<file path="config.mk">
export PLATFORM = sky130hd
export DESIGN_NAME = calendar_field_counter_flat
export DESIGN_NICKNAME = d
export VERILOG_FILES = /design/src/rtl/calendar_field_counter_if.sv /design/src/rtl/calendar_field_counter.sv /design/src/flat_wrapper.sv
export SDC_FILE = /design/constraint.sdc
export NUM_CORES = 1
export LEC_CHECK = 0
export BUFFER_PORTS_ARGS = -buffer_cell sky130_fd_sc_hd__buf_2
export CELL_PAD_IN_SITES_DETAIL_PLACEMENT = 1
export CELL_PAD_IN_SITES_GLOBAL_PLACEMENT = 2
export CORE_AREA = 4 4 84 86
export CTS_CLUSTER_DIAMETER = 40
export DETAILED_ROUTE_END_ITERATION = 8
export DIE_AREA = 0 0 88 90
export PLACE_DENSITY = 0.85
export SETUP_SLACK_MARGIN = 0.15
export SLEW_MARGIN = 20
export SYNTH_ARGS = -nofsm -noshare
export SYNTH_HDL_FRONTEND = slang
export SYNTH_SLANG_ARGS = --single-unit
</file>
<file path="constraint.sdc">
create_clock -name clk -period 3.1 [get_ports clk]
set_clock_uncertainty 0.1 [all_clocks]
set_input_delay 0.155 -clock clk [delete_from_list [all_inputs] [get_ports clk]]
set_output_delay 0.155 -clock clk [all_outputs]
set_load 0.005 [all_outputs]
</file>
<file path="src/rtl/calendar_field_counter_if.sv">
// Handshake bundle for one calendar field counter: control/load inputs and
// count/carry/boundary outputs.
interface calendar_field_counter_if #(
    parameter int WIDTH = 12
);
    logic             ctrl_set;
    logic             inc;
    logic             dec;
    logic             carry_in;
    logic             load;
    logic [WIDTH-1:0] load_val;
    logic [WIDTH-1:0] max_dyn;
    logic [WIDTH-1:0] count;
    logic             carry_out;
    logic             at_max;
    logic             at_min;

    modport master (
        output ctrl_set, inc, dec, carry_in, load, load_val, max_dyn,
        input  count, carry_out, at_max, at_min
    );

    modport slave (
        input  ctrl_set, inc, dec, carry_in, load, load_val, max_dyn,
        output count, carry_out, at_max, at_min
    );
endinterface

</file>
<file path="src/rtl/calendar_field_counter.sv">
// Bounded up/down counter for one calendar field with dynamic upper bound,
// set-mode wrap/saturate, clamped load and a registered run-mode carry pulse.
module calendar_field_counter #(
    parameter int WIDTH       = 12,
    parameter int MIN_VAL     = 2025,
    parameter int MAX_VAL     = 3025,
    parameter int RESET_VAL   = 2025,
    parameter bit SET_WRAP    = 1'b1,
    parameter bit USE_DYN_MAX = 1'b0
) (
    input  logic                     clk,
    input  logic                     rst_n,
    calendar_field_counter_if.slave  bus
);
    localparam logic [WIDTH-1:0] MIN_V   = WIDTH'(MIN_VAL);
    localparam logic [WIDTH-1:0] MAX_V   = WIDTH'(MAX_VAL);
    localparam logic [WIDTH-1:0] RESET_V = WIDTH'(RESET_VAL);
    localparam logic [WIDTH-1:0] ONE_V   = WIDTH'(1);

    logic [WIDTH-1:0] dyn_cap_s;
    logic [WIDTH-1:0] eff_max_s;
    logic [WIDTH-1:0] count_nxt_s;
    logic             carry_nxt_s;
    logic [WIDTH-1:0] count_r;
    logic             carry_r;

    function automatic logic [WIDTH-1:0] clamp(input logic [WIDTH-1:0] v,
                                               input logic [WIDTH-1:0] lo,
                                               input logic [WIDTH-1:0] hi);
        logic [WIDTH-1:0] r;
        if (v < lo) begin
            r = lo;
        end else if (v > hi) begin
            r = hi;
        end else begin
            r = v;
        end
        return r;
    endfunction

    // Effective upper bound: optional dynamic cap, never below the minimum.
    always_comb begin
        dyn_cap_s = MAX_V;
        eff_max_s = MAX_V;
        if (USE_DYN_MAX && (bus.max_dyn < MAX_V)) begin
            dyn_cap_s = bus.max_dyn;
        end else begin
            dyn_cap_s = MAX_V;
        end
        if (dyn_cap_s < MIN_V) begin
            eff_max_s = MIN_V;
        end else begin
            eff_max_s = dyn_cap_s;
        end
    end

    // Next-state selection in priority order; every path ends inside [MIN, eff_max].
    always_comb begin
        count_nxt_s = count_r;
        carry_nxt_s = 1'b0;
        if (bus.load) begin
            count_nxt_s = clamp(bus.load_val, MIN_V, eff_max_s);
        end else if (bus.ctrl_set && bus.inc) begin
            if (count_r >= eff_max_s) begin
                count_nxt_s = SET_WRAP ? MIN_V : eff_max_s;
            end else begin
                count_nxt_s = count_r + ONE_V;
            end
        end else if (bus.ctrl_set && bus.dec) begin
            if (count_r <= MIN_V) begin
                count_nxt_s = SET_WRAP ? eff_max_s : MIN_V;
            end else begin
                // A shrunken bound may leave count-1 still above it.
                count_nxt_s = clamp(count_r - ONE_V, MIN_V, eff_max_s);
            end
        end else if (bus.ctrl_set) begin
            count_nxt_s = clamp(count_r, MIN_V, eff_max_s);
        end else if (bus.carry_in) begin
            if (count_r >= eff_max_s) begin
                count_nxt_s = MIN_V;
                carry_nxt_s = 1'b1;
            end else begin
                count_nxt_s = count_r + ONE_V;
            end
        end else begin
            count_nxt_s = clamp(count_r, MIN_V, eff_max_s);
        end
    end

    // Count and carry registers; reset clears any pending carry immediately.
    always_ff @(posedge clk or negedge rst_n) begin
        if (!rst_n) begin
            count_r <= RESET_V;
            carry_r <= 1'b0;
        end else begin
            count_r <= count_nxt_s;
            carry_r <= carry_nxt_s;
        end
    end

    assign bus.count     = count_r;
    assign bus.carry_out = carry_r;
    assign bus.at_max    = (count_r == eff_max_s);
    assign bus.at_min    = (count_r == MIN_V);
endmodule

</file>
<file path="src/flat_wrapper.sv">
// flat-port wrapper written by rule: the top's interface ports become plain ports
module calendar_field_counter_flat 
#(
    parameter int WIDTH       = 12,
    parameter int MIN_VAL     = 2025,
    parameter int MAX_VAL     = 3025,
    parameter int RESET_VAL   = 2025,
    parameter bit SET_WRAP    = 1'b1,
    parameter bit USE_DYN_MAX = 1'b0
)
  (clk, rst_n, bus_ctrl_set, bus_inc, bus_dec, bus_carry_in, bus_load, bus_load_val, bus_max_dyn, bus_count, bus_carry_out, bus_at_max, bus_at_min);
  calendar_field_counter_if #(.WIDTH(WIDTH)) bus_i ();
  input  logic clk;
  input  logic rst_n;
  input wire logic [$bits(bus_i.ctrl_set)-1:0] bus_ctrl_set;
  input wire logic [$bits(bus_i.inc)-1:0] bus_inc;
  input wire logic [$bits(bus_i.dec)-1:0] bus_dec;
  input wire logic [$bits(bus_i.carry_in)-1:0] bus_carry_in;
  input wire logic [$bits(bus_i.load)-1:0] bus_load;
  input wire logic [$bits(bus_i.load_val)-1:0] bus_load_val;
  input wire logic [$bits(bus_i.max_dyn)-1:0] bus_max_dyn;
  output wire logic [$bits(bus_i.count)-1:0] bus_count;
  output wire logic [$bits(bus_i.carry_out)-1:0] bus_carry_out;
  output wire logic [$bits(bus_i.at_max)-1:0] bus_at_max;
  output wire logic [$bits(bus_i.at_min)-1:0] bus_at_min;
  assign bus_i.ctrl_set = bus_ctrl_set;
  assign bus_i.inc = bus_inc;
  assign bus_i.dec = bus_dec;
  assign bus_i.carry_in = bus_carry_in;
  assign bus_i.load = bus_load;
  assign bus_i.load_val = bus_load_val;
  assign bus_i.max_dyn = bus_max_dyn;
  assign bus_count = bus_i.count;
  assign bus_carry_out = bus_i.carry_out;
  assign bus_at_max = bus_i.at_max;
  assign bus_at_min = bus_i.at_min;
  calendar_field_counter #(.WIDTH(WIDTH), .MIN_VAL(MIN_VAL), .MAX_VAL(MAX_VAL), .RESET_VAL(RESET_VAL), .SET_WRAP(SET_WRAP), .USE_DYN_MAX(USE_DYN_MAX)) u_core (.clk(clk), .rst_n(rst_n), .bus(bus_i));
endmodule
</file>
Yosys cells after proc, flatten, opt, wreduce, memory -nomap -nowiden
Index checks and enable logic that the tools add are counted.
{ "classes": {"n_reduce_logical": 2, "magnitude_cmp": 8, "mux": 19, "n_eq_ne": 2, "n_addsub": 2} }
{ "ops": {"columns": ["op", "count"], "rows": [
  ["$mux 12", 13],
  ["$gt 12x12->1 const B", 3],
  ["$lt 12x11->1 const B", 3],
  ["$add 12x1->12 const B", 1],
  ["$eq 12x11->1 const B", 1],
  ["$eq 12x12->1 const B", 1],
  ["$ge 12x12->1 const B", 1],
  ["$le 12x11->1 const B", 1],
  ["$sub 12x1->12 const B", 1],
  ["$mux 1", 6],
  ["$logic_and 1x1->1", 2]
]} }
{ "totals": {"wordCells": 35, "inputBits": 31, "output_inout_bits": 15, "reg_bits": 13} }

Longest topological paths before layout
Gate-level depths: netlist of the first run.
{ "logic_depth": {"depth_word": 8, "ltp_mapped": 11, "mapped_depth_nobuf": 9} }

Least setup slack after synthesis of the first run
OpenSTA, ideal clock, no wires.
{ "synth_timing": {"path_kind": "flip-flop to flip-flop", "start": "register u_core.count_r[1], in the netlist u_core.bus.count[1]", "end": "register u_core.count_r[3], in the netlist u_core.bus.count[3]", "arrival_time_ps": 2474, "path_buffers": 1, "setup_time_ps": 80, "stages_incl_launch_ff": 11, "synth_period_minus_slack_ps": 2654, "slack_ps": 446, "required_time_ps": 2920, "path_cell_list": "dfrtp_1 > inv_1 > ha_1 > buf_2 > nor3b_2 > nand3_1 > xor2_1 > or4_1 > a31oi_1 > o221ai_1 > o2bb2ai_1"} }
{ "synth_via": {"elab_chain_cells": 8, "elab_cells_between_ends": 19, "classes_between": "2 x add/sub; 6 x order compare; 11 x mux"} }
{ "synth_rtl": {"columns": ["element", "line", "rtl"], "rows": [
  ["from (decl)", "calendar_field_counter.sv:24", "logic [WIDTH-1:0] count_r;"],
  ["from (signal assigned)", "calendar_field_counter.sv:96", "count_r <= count_nxt_s;"],
  ["$sub 12x1->12 or $gt 12x12->1 (tied branches)", "calendar_field_counter.sv:74, calendar_field_counter.sv:33", null],
  ["$gt 12x12->1 or $mux 12 (tied branches)", null, null],
  ["$mux 12, on equally long branches", "calendar_field_counter.sv:33, calendar_field_counter.sv:31", null],
  ["$mux 12, on equally long branches", "calendar_field_counter.sv:31, calendar_field_counter.sv:78", null],
  ["$mux 12, on equally long branches", "calendar_field_counter.sv:70, calendar_field_counter.sv:76", null],
  ["$mux 12", "calendar_field_counter.sv:69", "end else if (bus.ctrl_set && bus.dec) begin"],
  ["$mux 12 *", "calendar_field_counter.sv:63", "end else if (bus.ctrl_set && bus.inc) begin"],
  ["$mux 12 *", "calendar_field_counter.sv:61", "if (bus.load) begin"],
  ["named net u_core.count_nxt_s[3]", "calendar_field_counter.sv:22", "logic [WIDTH-1:0] count_nxt_s;"]
]} }
The timed path passes the listed nets; every way through them passes the cells marked *.

Worst setup path in the final report of the first run
{ "layout_timing": {"start": "register u_core.count_r[0], in the netlist u_core.bus.count[0]", "end": "register u_core.count_r[1], in the netlist u_core.bus.count[1]"} }
Same word-level chain as after synthesis.

==> metrics.yaml, run 1 <==
status: "finished clean"
whs_ps: 72.6
dp.cells: 344
cts_tree: "built"
seqPwrFrac_pct: 29.9
grt_pass1_wl_mm: 11.1
cts.path.max_buffers: 2
die_x_um: 88
maxSlewHeadroom_pct: 68.0
worstPathRequired_ps: 3140
synth_flop_cell: "dfstp_2"
cts.sinks: 13
p_sw_uw: 389
setup_viol: 0
syn_area_per_cell_um2: 7.33
num_vias: 2041
slowest_delay_ps: 580
ir_drop_uv: 138
n_fill_cell: 815
syn_inst: 242
grt_usage_pct: 17.4
min_path_type: "input port to register"
fin_ws_ps: 299
rows: 29
nets: 311
worst_pin_slew_ps: 479
synth_top_area_share_pct: 11.8
end_kind: "register"
grt_setup_unrepaired: "true"
drt_iter0_drc: 129
place_congestion: 0.785
drc: 0
drive_gt1_share_pct: 24.4
p_leak_nw: 0.824
dieArea_mm2: 0.00792
worst_path_max_delay_cell: "dfstp_2"
avgViaCountPerCell: 5.80
maxSlewViolCount: 0
ys_async_sr_fraction_pct: 100
clk_latency_ps: 250
arrival_ps: 2840
swShare_pct: 44.7
place_ws_ps: 198
synth-seq-area-share_pct: 18.9
antenna_found_initial: 0
stdcell_area_mm2: 0.00211
grt_pass1_vias: 2080
max_freq_mhz: 357
synth_seq_cells: 13
worst-path-buf-inv: 2
avgRoutedWirePerCell_um: 18.9
start_util_pct: 28.3
yosysTopAreaCell: "dfstp_2"
period_minus_slack_ps: 2800
synth_cell_type_count: 65
p_int_uw: 481
pwr-share-clk_pct: 18.6
path_cells: "inv_1 > ha_1 > buf_4 > o21ai_0 > o311ai_0 > o211a_1 > o211ai_2 > o22ai_1 > a221o_1"
fin_util_pct: 33.6
postSynthNetCount: 277
maxCapViolations: 0
power_uw: 870
overflow: 0
p_per_area_mw_per_mm2: 412
ctsRootBufferMaster: "clkbuf_8"
drtAntennaViolNets: 0
cts.clk_slew.worst_paths_ps: 60
areaGrowthSynthToFinish_pct: 19.0
grt_max_degree: 21
synth_area_mm2: 0.00177
crit_family: "compound AO/OA/AOI/OAI gates"
drtPass1Iterations: 4
diodes: 0
core_mm2: 0.00628
instances_no_fill: 352
port_buffers: 33
synth_edf_count: 0
worstSetupStartpointType: "register"
period_share_pct: 90.4
placed_cell_area_mm2: 0.00202
ys_top_cells_by_area: "dfstp_2 12%, dfrtp_1 7.1%, nand2_1 5.1%, a21oi_1 4.5%, nor2_1 3.6%"
ioPinCount: 46
synth-warning-count: 0
path_class: "register to register"
numCtsBuffers: 3
wl_mm: 6.64
hold_viol_final: 0
tns_ps: 0
cp_max_fo: 8
htreeDepth: 1
die_h_um: 90
p_comb_share_pct: 51.6
hpwl_mm: 5.17
## repair_timing
action | 4_1_cts | 5_1_grt
hold endpoints to repair | 13 | 0
gates resized for setup | 0 | 2
setup endpoints to repair | 0 | 8
hold buffers | 1 | 0
buffers inserted | 0 | 3
## power groups by stage
stage	sequential [mW]	clock [mW]	combinational, mW
3_5_place_dp	0.264	0	0.425
4_1_cts	0.261	0.164	0.428
5_1_grt	0.266	0.169	0.500
3_3_place_gp	0.261	0	0.417
2_1_floorplan	0.231	0	0.305
6_report	0.260	0.162	0.449
## cell type report
cell class	instances	area, µm²	share of cell area, %
Inverter	10	37.5	1.78
Sequential cell	13	335	15.9
Clock buffer	4	45.0	2.13
Multi-Input combinational cell	202	1330	63.1
Tap cell	77	96.3	4.56
Timing Repair Buffer	46	265	12.6
## cells in the mapped netlist (2+ instances only)
library cell,n
a211oi_1,2
a21boi_0,2
a21o_1,2
a21oi_1,16
a221o_1,2
a22oi_1,2
a31o_2,2
a31oi_1,8
a41oi_1,2
and2_1,3
and3_1,4
buf_2,6
clkbuf_1,9
dfrtp_1,5
dfstp_2,8
ha_1,4
inv_1,10
nand2_1,24
nand2b_1,4
nand3_1,8
nand3b_1,2
nand4_1,3
nand4b_1,2
nor2_1,17
nor2b_1,4
nor3_1,12
nor3b_1,2
o211ai_1,3
o21a_1,6
o21ai_0,7
o21ai_1,4
o221ai_1,5
o22ai_1,2
o2bb2ai_1,2
o31a_1,2
o31ai_1,3
o32ai_1,2
or2_2,3
or3b_1,2
xnor2_1,7
xor2_1,5
## kinds of logic (layout without fill, tap and decap cells)
family	after synthesis	in the layout	share of synthesized area, %
flops	13	13	18.9
compound gates	87	87	35.2
buf+inv	27	60	6.77
mux	1	1	0.564
xor+xnor	12	12	5.92
simple gates	98	98	29.8
fa+ha+maj	4	4	2.82
## routing by layer
layer | track usage, % | part of all wire (%) | vias to the layer above
met1 | 24.3 | 44 | 989
met3 | 1.46 | 4.9 | 7
li1 | - | - | 985
met4 | 4.99 | 1.6 | 0
met2 | 28.2 | 49 | 60
met5 | 0 | 0 | -
## final timing paths
path	start	to	slack, ps	cells after the start
hold reg to reg	u_core.bus.count[9]$_DFF_PN1_	u_core.bus.count[9]$_DFF_PN1_	590	2
setup / recovery	u_core.bus.count[0]$_DFF_PN1_	u_core.bus.count[1]$_DFF_PN0_	300	9
hold / removal	bus_load_val[2]	u_core.bus.count[2]$_DFF_PN0_	70	3
max in group asynchronous	rst_n	u_core.bus.count[0]$_DFF_PN1_	2350	2
min in group asynchronous	rst_n	u_core.bus.count[11]$_DFF_PN0_	240	2
setup reg to reg	u_core.bus.count[0]$_DFF_PN1_	u_core.bus.count[1]$_DFF_PN0_	300	9
## registers in the layout (all words and copies together) (netlist names)
signal / flops
u_core.bus.count: 12
u_core.bus.carry_out: 1
## worst reg2reg max path, delay by kind of cell (launching register included)
family,cells,cell delay (ps)
buf+inv,2,260
flops,1,580
compound gates,6,1490
fa+ha+maj,1,240
## cells in the final DEF (no fill, tap or decap), types with 3 or more instances in the layout
cell	Yosys	layout
o31ai_1	3	3
dfstp_2	8	8
xnor2_1	7	7
nor2b_1	4	4
xor2_1	5	5
a31oi_1	8	8
nor2_1	17	17
o21ai_0	7	7
or2_2	3	3
inv_1	10	10
clkbuf_8	0	3
nand3_1	8	8
nand2b_1	4	4
buf_4	1	12
ha_1	4	4
nor3_1	12	12
nand4_1	3	3
o21ai_1	4	4
nand2_1	24	24
buf_2	6	33
o21a_1	6	6
and3_1	4	4
o221ai_1	5	5
and2_1	3	3
dfrtp_1	5	5
a21oi_1	16	16
o211ai_1	3	3
No activity file was read; power rests on OpenSTA's default activity.
==> run 2, diff against run 1 <==
--- a/config.mk
+++ b/config.mk
@@ -8,10 +8,10 @@
 export BUFFER_PORTS_ARGS = -buffer_cell sky130_fd_sc_hd__buf_2
 export CELL_PAD_IN_SITES_DETAIL_PLACEMENT = 1
 export CELL_PAD_IN_SITES_GLOBAL_PLACEMENT = 2
-export CORE_AREA = 4 4 84 86
+export CORE_AREA = 2 2 82 84
 export CTS_CLUSTER_DIAMETER = 40
 export DETAILED_ROUTE_END_ITERATION = 8
-export DIE_AREA = 0 0 88 90
+export DIE_AREA = 0 0 84 86
 export PLACE_DENSITY = 0.85
 export SETUP_SLACK_MARGIN = 0.15
 export SLEW_MARGIN = 20
==> metrics.yaml, run 2 (synthesized netlist as in run 1, its figures left out) <==
grt_pass1_vias: 2081  # +0.048%
worst_path_max_delay_cell: "dfstp_2"
drive_gt1_share_pct: 24.9  # +0.54 points
tns_ps: 0  # unchanged
path_cells: "inv_1 > ha_1 > buf_4 > or3b_1 > o21a_1 > o32ai_2 > or4_1 > a31oi_2 > o221ai_1 > o2bb2ai_1"
dieArea_mm2: 0.00722  # -8.8%
die_x_um: 84  # -4.5%
r2r_start: "u_core.bus.count[0]$_DFF_PN1_"
fin_util_pct: 33.8  # +0.20 points
hold_path_depth: 3  # unchanged
avgRoutedWirePerCell_um: 17.9  # -5.1%
diodes: 0  # unchanged
nets: 309  # -0.64%
arrival_ps: 2860  # +20 ps
end_kind: "register"
max_freq_mhz: 360  # +0.73%
p_leak_nw: 0.819  # -0.57%
place_congestion: 0.838  # +6.8%
reg2reg_depth: 10  # +1
cts.sinks: 13  # unchanged
reg2reg_to: "u_core.bus.count[3]$_DFF_PN1_"
start_util_pct: 28.3  # unchanged
layout_commonest_cell: "buf_2"
antenna_found_initial: 0  # unchanged
cts_tree: "built"
rrSetupSlack_ps: 320  # +20 ps
p_per_area_mw_per_mm2: 407  # -1.3%
grt_setup_unrepaired: "false"
cts.path.max_buffers: 2  # unchanged
hpwl_mm: 4.90  # -5.3%
mostFrequentLayoutCells: "33 x buf_2, 24 x nand2_1, 17 x nor2_1"
period_share_pct: 89.7  # -0.65 points
core_mm2: 0.00628  # unchanged
worstPathRequired_ps: 3170  # +30 ps
drtPass1Iterations: 5  # +1
cp_max_fo: 8  # unchanged
slowest_delay_ps: 590  # about the same
drt_iter0_drc: 114  # -12%
areaGrowthSynthToFinish_pct: 19.7
port_buffers: 33  # unchanged
num_vias: 2016  # -1.2%
hold_path.startpoint: "bus_load_val[2]"
cts.clk_slew.worst_paths_ps: 60  # about the same
dp.cells: 344  # unchanged
grt_max_degree: 21  # unchanged
grt_pass1_wl_mm: 10.4  # -5.8%
instances_no_fill: 350  # -0.57%
status: "finished clean"
worst_pin_slew_ps: 502  # +22.7 ps
rows: 29  # unchanged
ctsRootBufferMaster: "clkbuf_8"
drtAntennaViolNets: 0  # unchanged
htreeDepth: 1  # unchanged
placed_cell_area_mm2: 0.00202  # unchanged
clk_latency_ps: 250  # about the same
hold_path_end: "u_core.bus.count[2]$_DFF_PN0_"
setup_viol: 0  # unchanged
maxSlewViolCount: 0  # unchanged
path_class: "register to register"
maxSlewHeadroom_pct: 66.4  # -1.5 points
numCtsBuffers: 3  # unchanged
wl_mm: 6.26  # -5.7%
period_minus_slack_ps: 2780  # -20.2 ps
die_h_um: 86  # -4.4%
overflow: 0  # unchanged
ioPinCount: 46  # unchanged
min_path_type: "input port to register"
drc: 0  # unchanged
largest_reg_flops: 12  # unchanged
hold_viol_final: 0  # unchanged
maxCapViolations: 0  # unchanged
worstSetupStartpointType: "register"
stdcell_area_mm2: 0.00212  # +0.59%
ir_drop_uv: 150  # +8.9%
grt_usage_pct: 17.7  # +0.30 points
avgViaCountPerCell: 5.76  # -0.66%
-- run 2: changes by cell type in the layout (fill, tap and decap cells not counted), sizes merged --
| cell | delta |
|---|---|
| buf | -2 |
-- run 2: metrics by stage --
stage          worst slack [ps]  total power, mW  hold slack, ps
4_1_cts                     212            0.844            73.7
2_1_floorplan               446            0.536            -241
6_report                    319            0.864            69.8
3_5_place_dp                213            0.681           -35.0
5_1_grt                     156            0.925             104
3_3_place_gp                272            0.677           -37.1
-- run 2: cell type report --
| class | instances | area, µm² |
|---|---|---|
| clock buffer | 4 | 45.0 |
| fill | 797 | 4150 |
| inverter | 10 | 37.5 |
| multi-input combinational | 202 | 1360 |
| sequential | 13 | 335 |
| tap | 77 | 96.3 |
| timing repair buffer | 44 | 250 |
-- run 2: routing by layer --
metal | wire [µm] | global-route usage (%) | up-vias
met5 | 0 | 0 | -
met4 | 146 | 6.60 | 0
met3 | 250 | 1.54 | 12
met2 | 2960 | 29.5 | 54
met1 | 2900 | 24.0 | 967
li1 | - | - | 983
-- run 2: worst max-delay path: cells and delay by family, from the launching register on --
kind	cells	cell delay [ps]
buf+inv	2	270
compound gates	5	830
simple gates	2	700
fa+ha+maj	1	230
flops	1	590
-- run 2: worst max path at each step --
stage,start,cells after the start,slack (ps),end
after detailed placement,u_core.bus.count[0]$_DFF_PN1_,9,210,u_core.bus.count[1]$_DFF_PN0_
after global routing,u_core.bus.count[0]$_DFF_PN1_,10,160,u_core.bus.count[5]$_DFF_PN1_
after CTS,u_core.bus.count[0]$_DFF_PN1_,9,210,u_core.bus.count[1]$_DFF_PN0_
after floorplan,u_core.bus.count[1]$_DFF_PN0_,10,450,u_core.bus.count[3]$_DFF_PN1_
after global placement,u_core.bus.count[0]$_DFF_PN1_,9,270,u_core.bus.count[1]$_DFF_PN0_
final,u_core.bus.count[0]$_DFF_PN1_,10,320,u_core.bus.count[3]$_DFF_PN1_
-- run 2: what timing repair did --
item | CTS | global route
setup endpoints to repair | 0 | 7
endpoints found under the hold margin | 13 | 0
resized for setup | 0 | 7
setup buffers | 0 | 1
hold buffers | 1 | 0
-- run 2: where the power goes --
group | switching, mW | internal, mW
clock network | 0.0682 | 0.0911
logic | 0.261 | 0.185
registers | 0.0562 | 0.202
total | 0.386 | 0.478
==> run 3, diff against run 2 <==
--- a/config.mk
+++ b/config.mk
@@ -10,6 +10,7 @@
 export CELL_PAD_IN_SITES_GLOBAL_PLACEMENT = 2
 export CORE_AREA = 2 2 82 84
 export CTS_CLUSTER_DIAMETER = 40
+export CTS_CLUSTER_SIZE = 16
 export DETAILED_ROUTE_END_ITERATION = 8
 export DIE_AREA = 0 0 84 86
 export PLACE_DENSITY = 0.85
==> constraint.sdc (replaced) <==
create_clock -name clk -period 3.1 [get_ports clk]
set_clock_uncertainty 0.1 [all_clocks]
set_input_delay 0.465 -clock clk [delete_from_list [all_inputs] [get_ports clk]]
set_output_delay 0.465 -clock clk [all_outputs]
set_load 0.005 [all_outputs]
==> metrics.yaml, run 3 (synthesized netlist as in run 1, its figures left out) <==
status: "finished clean"
worst_path_max_delay_cell: "or4_1"
die_h_um: 86  # unchanged
overflow: 0  # unchanged
tns_ps: 0  # unchanged
pwr-share-clk_pct: 18.0  # -0.4 points
drt_iter0_drc: 224  # +96%
grt_usage_pct: 18.1  # +0.42 points
swShare_pct: 44.5  # -0.14 points
diodes: 0  # unchanged
place_congestion: 0.852  # +1.7%
grt_pass1_wl_mm: 10.5  # +1.1%
cp_max_fo: 8  # unchanged
arrival_ps: 2830  # -30 ps
worstPathRequired_ps: 3170  # about the same
period_share_pct: 89.1  # -0.64 points
multi_input_area_mm2: 0.00135  # -0.46%
seqPwrFrac_pct: 30.1  # +0.2 points
avgViaCountPerCell: 5.83  # +1.3%
p_comb_share_pct: 51.9  # +0.3 points
core_mm2: 0.00628  # unchanged
cts.sinks: 13  # unchanged
p_sw_uw: 387  # +0.24%
dieArea_mm2: 0.00722  # unchanged
clk_latency_ps: 250  # about the same
cts.path.max_buffers: 2  # unchanged
wl_mm: 6.40  # +2.3%
cts.clk_slew.worst_paths_ps: 60  # about the same
start_util_pct: 28.3  # unchanged
end_kind: "register"
drtPass1Iterations: 4  # -1
ioPinCount: 46  # unchanged
port_buffers: 33  # unchanged
areaGrowthSynthToFinish_pct: 19.7  # about the same
drc: 0  # unchanged
slowest_delay_ps: 560  # -30 ps
maxCapViolations: 0  # unchanged
postCtsHoldBufs: 0  # -1
die_x_um: 84  # unchanged
avgRoutedWirePerCell_um: 18.2  # +2.0%
ir_drop_uv: 133  # -11%
min_path_type: "input port to async pin"
hold_viol_final: 0  # unchanged
num_vias: 2048  # +1.6%
numCtsBuffers: 3  # unchanged
path_class: "register to register"
mostFrequentLayoutCells: "33 x buf_2, 24 x nand2_1, 17 x nor2_1"
largest_reg_flops: 12  # unchanged
p_per_area_mw_per_mm2: 409  # +0.61%
setup_viol: 0  # unchanged
top_usage_layer: "met2"
maxSlewHeadroom_pct: 65.4  # -1.0 points
met2_usage_pct: 30.1  # +0.65 points
antenna_found_initial: 0  # unchanged
layout_commonest_cell: "buf_2"
grtUsageMet1_pct: 24.8  # +0.74 points
instances_no_fill: 351  # +0.29%
cts_tree: "built"
worstSetupStartpointType: "register"
drtAntennaViolNets: 0  # unchanged
dp.cells: 345  # +0.29%
p_leak_nw: 0.828  # +1.1%
met3_usage_pct: 2.12  # +0.58 points
maxSlewViolCount: 0  # unchanged
htreeDepth: 1  # unchanged
rrSetupSlack_ps: 340  # +20 ps
seqCellArea_um2: 335  # unchanged
grt_pass1_vias: 2035  # -2.2%
nets: 310  # +0.32%
drive_gt1_share_pct: 25.2  # +0.27 points
worst_pin_slew_ps: 517  # +14.9 ps
grt_setup_unrepaired: "false"
hpwl_mm: 4.96  # +1.3%
p_int_uw: 482  # +0.80%
rows: 29  # unchanged
path_cells: "inv_1 > ha_1 > nor3b_4 > nand3_1 > xor2_1 > or4_1 > a31oi_1 > o221ai_1 > o2bb2ai_1"
ctsRootBufferMaster: "clkbuf_8"
period_minus_slack_ps: 2760  # -19.8 ps
n_fill_cell: 800  # +0.38%
grt_max_degree: 21  # unchanged
max_freq_mhz: 362  # +0.72%
-- run 3: layer usage --
layer | share of wire [%] | vias to the layer above
met4 | 1.1 | 0
li1 | - | 982
met2 | 48 | 58
met1 | 47 | 1002
met5 | 0 | -
met3 | 4.6 | 6
-- run 3: cell type report --
class                      count  area share, %
tap                           77           4.54
multi-input combinational    202           63.8
timing repair buffer          45           12.0
inverter                      10           1.77
clock buffer                   4           2.12
sequential                    13           15.8
-- run 3: final timing paths --
path                                                from                             end  cells after the start
max                        u_core.bus.count[0]$_DFF_PN1_   u_core.bus.count[3]$_DFF_PN1_                      9
min                                                rst_n  u_core.bus.carry_out$_DFF_PN0_                      1
max reg2reg                u_core.bus.count[0]$_DFF_PN1_   u_core.bus.count[3]$_DFF_PN1_                      9
min reg2reg                u_core.bus.count[0]$_DFF_PN1_   u_core.bus.count[0]$_DFF_PN1_                      2
max in group asynchronous                          rst_n   u_core.bus.count[3]$_DFF_PN1_                      1
min in group clk                         bus_load_val[2]   u_core.bus.count[2]$_DFF_PN0_                      3
-- run 3: power groups by stage --
stage / Combinational [mW] / Clock, mW / Sequential, mW
3_3_place_gp: 0.419 / 0 / 0.261
2_1_floorplan: 0.305 / 0 / 0.231
4_1_cts: 0.426 / 0.160 / 0.261
5_1_grt: 0.500 / 0.166 / 0.268
6_report: 0.451 / 0.156 / 0.261
3_5_place_dp: 0.422 / 0 / 0.264
-- run 3: worst max-delay path, delay by kind of cell, from the launching register on --
| kind | cells | cell delay [ps] |
|---|---|---|
| simple gates | 3 | 1070 |
| compound gates | 3 | 580 |
| flops | 1 | 400 |
| fa+ha+maj | 1 | 210 |
| xor+xnor | 1 | 200 |
| buf+inv | 1 | 120 |
-- run 3: repair_timing --
action	CTS	global route
endpoints found under the setup margin	0	8
resized for setup	0	5
buffers inserted	0	2
-- run 3: through the flow --
stage,instance area [µm²],hold slack (ps),power (mW),util [%],setup WS [ps]
after floorplan,1770,69.4,0.536,-,446
after global placement,2030,270,0.680,32.3,219
after detailed placement,2030,279,0.686,32.3,188
after CTS,2070,13.4,0.847,33.0,170
after global routing,2120,19.9,0.934,33.8,164
final,2120,11.0,0.869,33.8,339
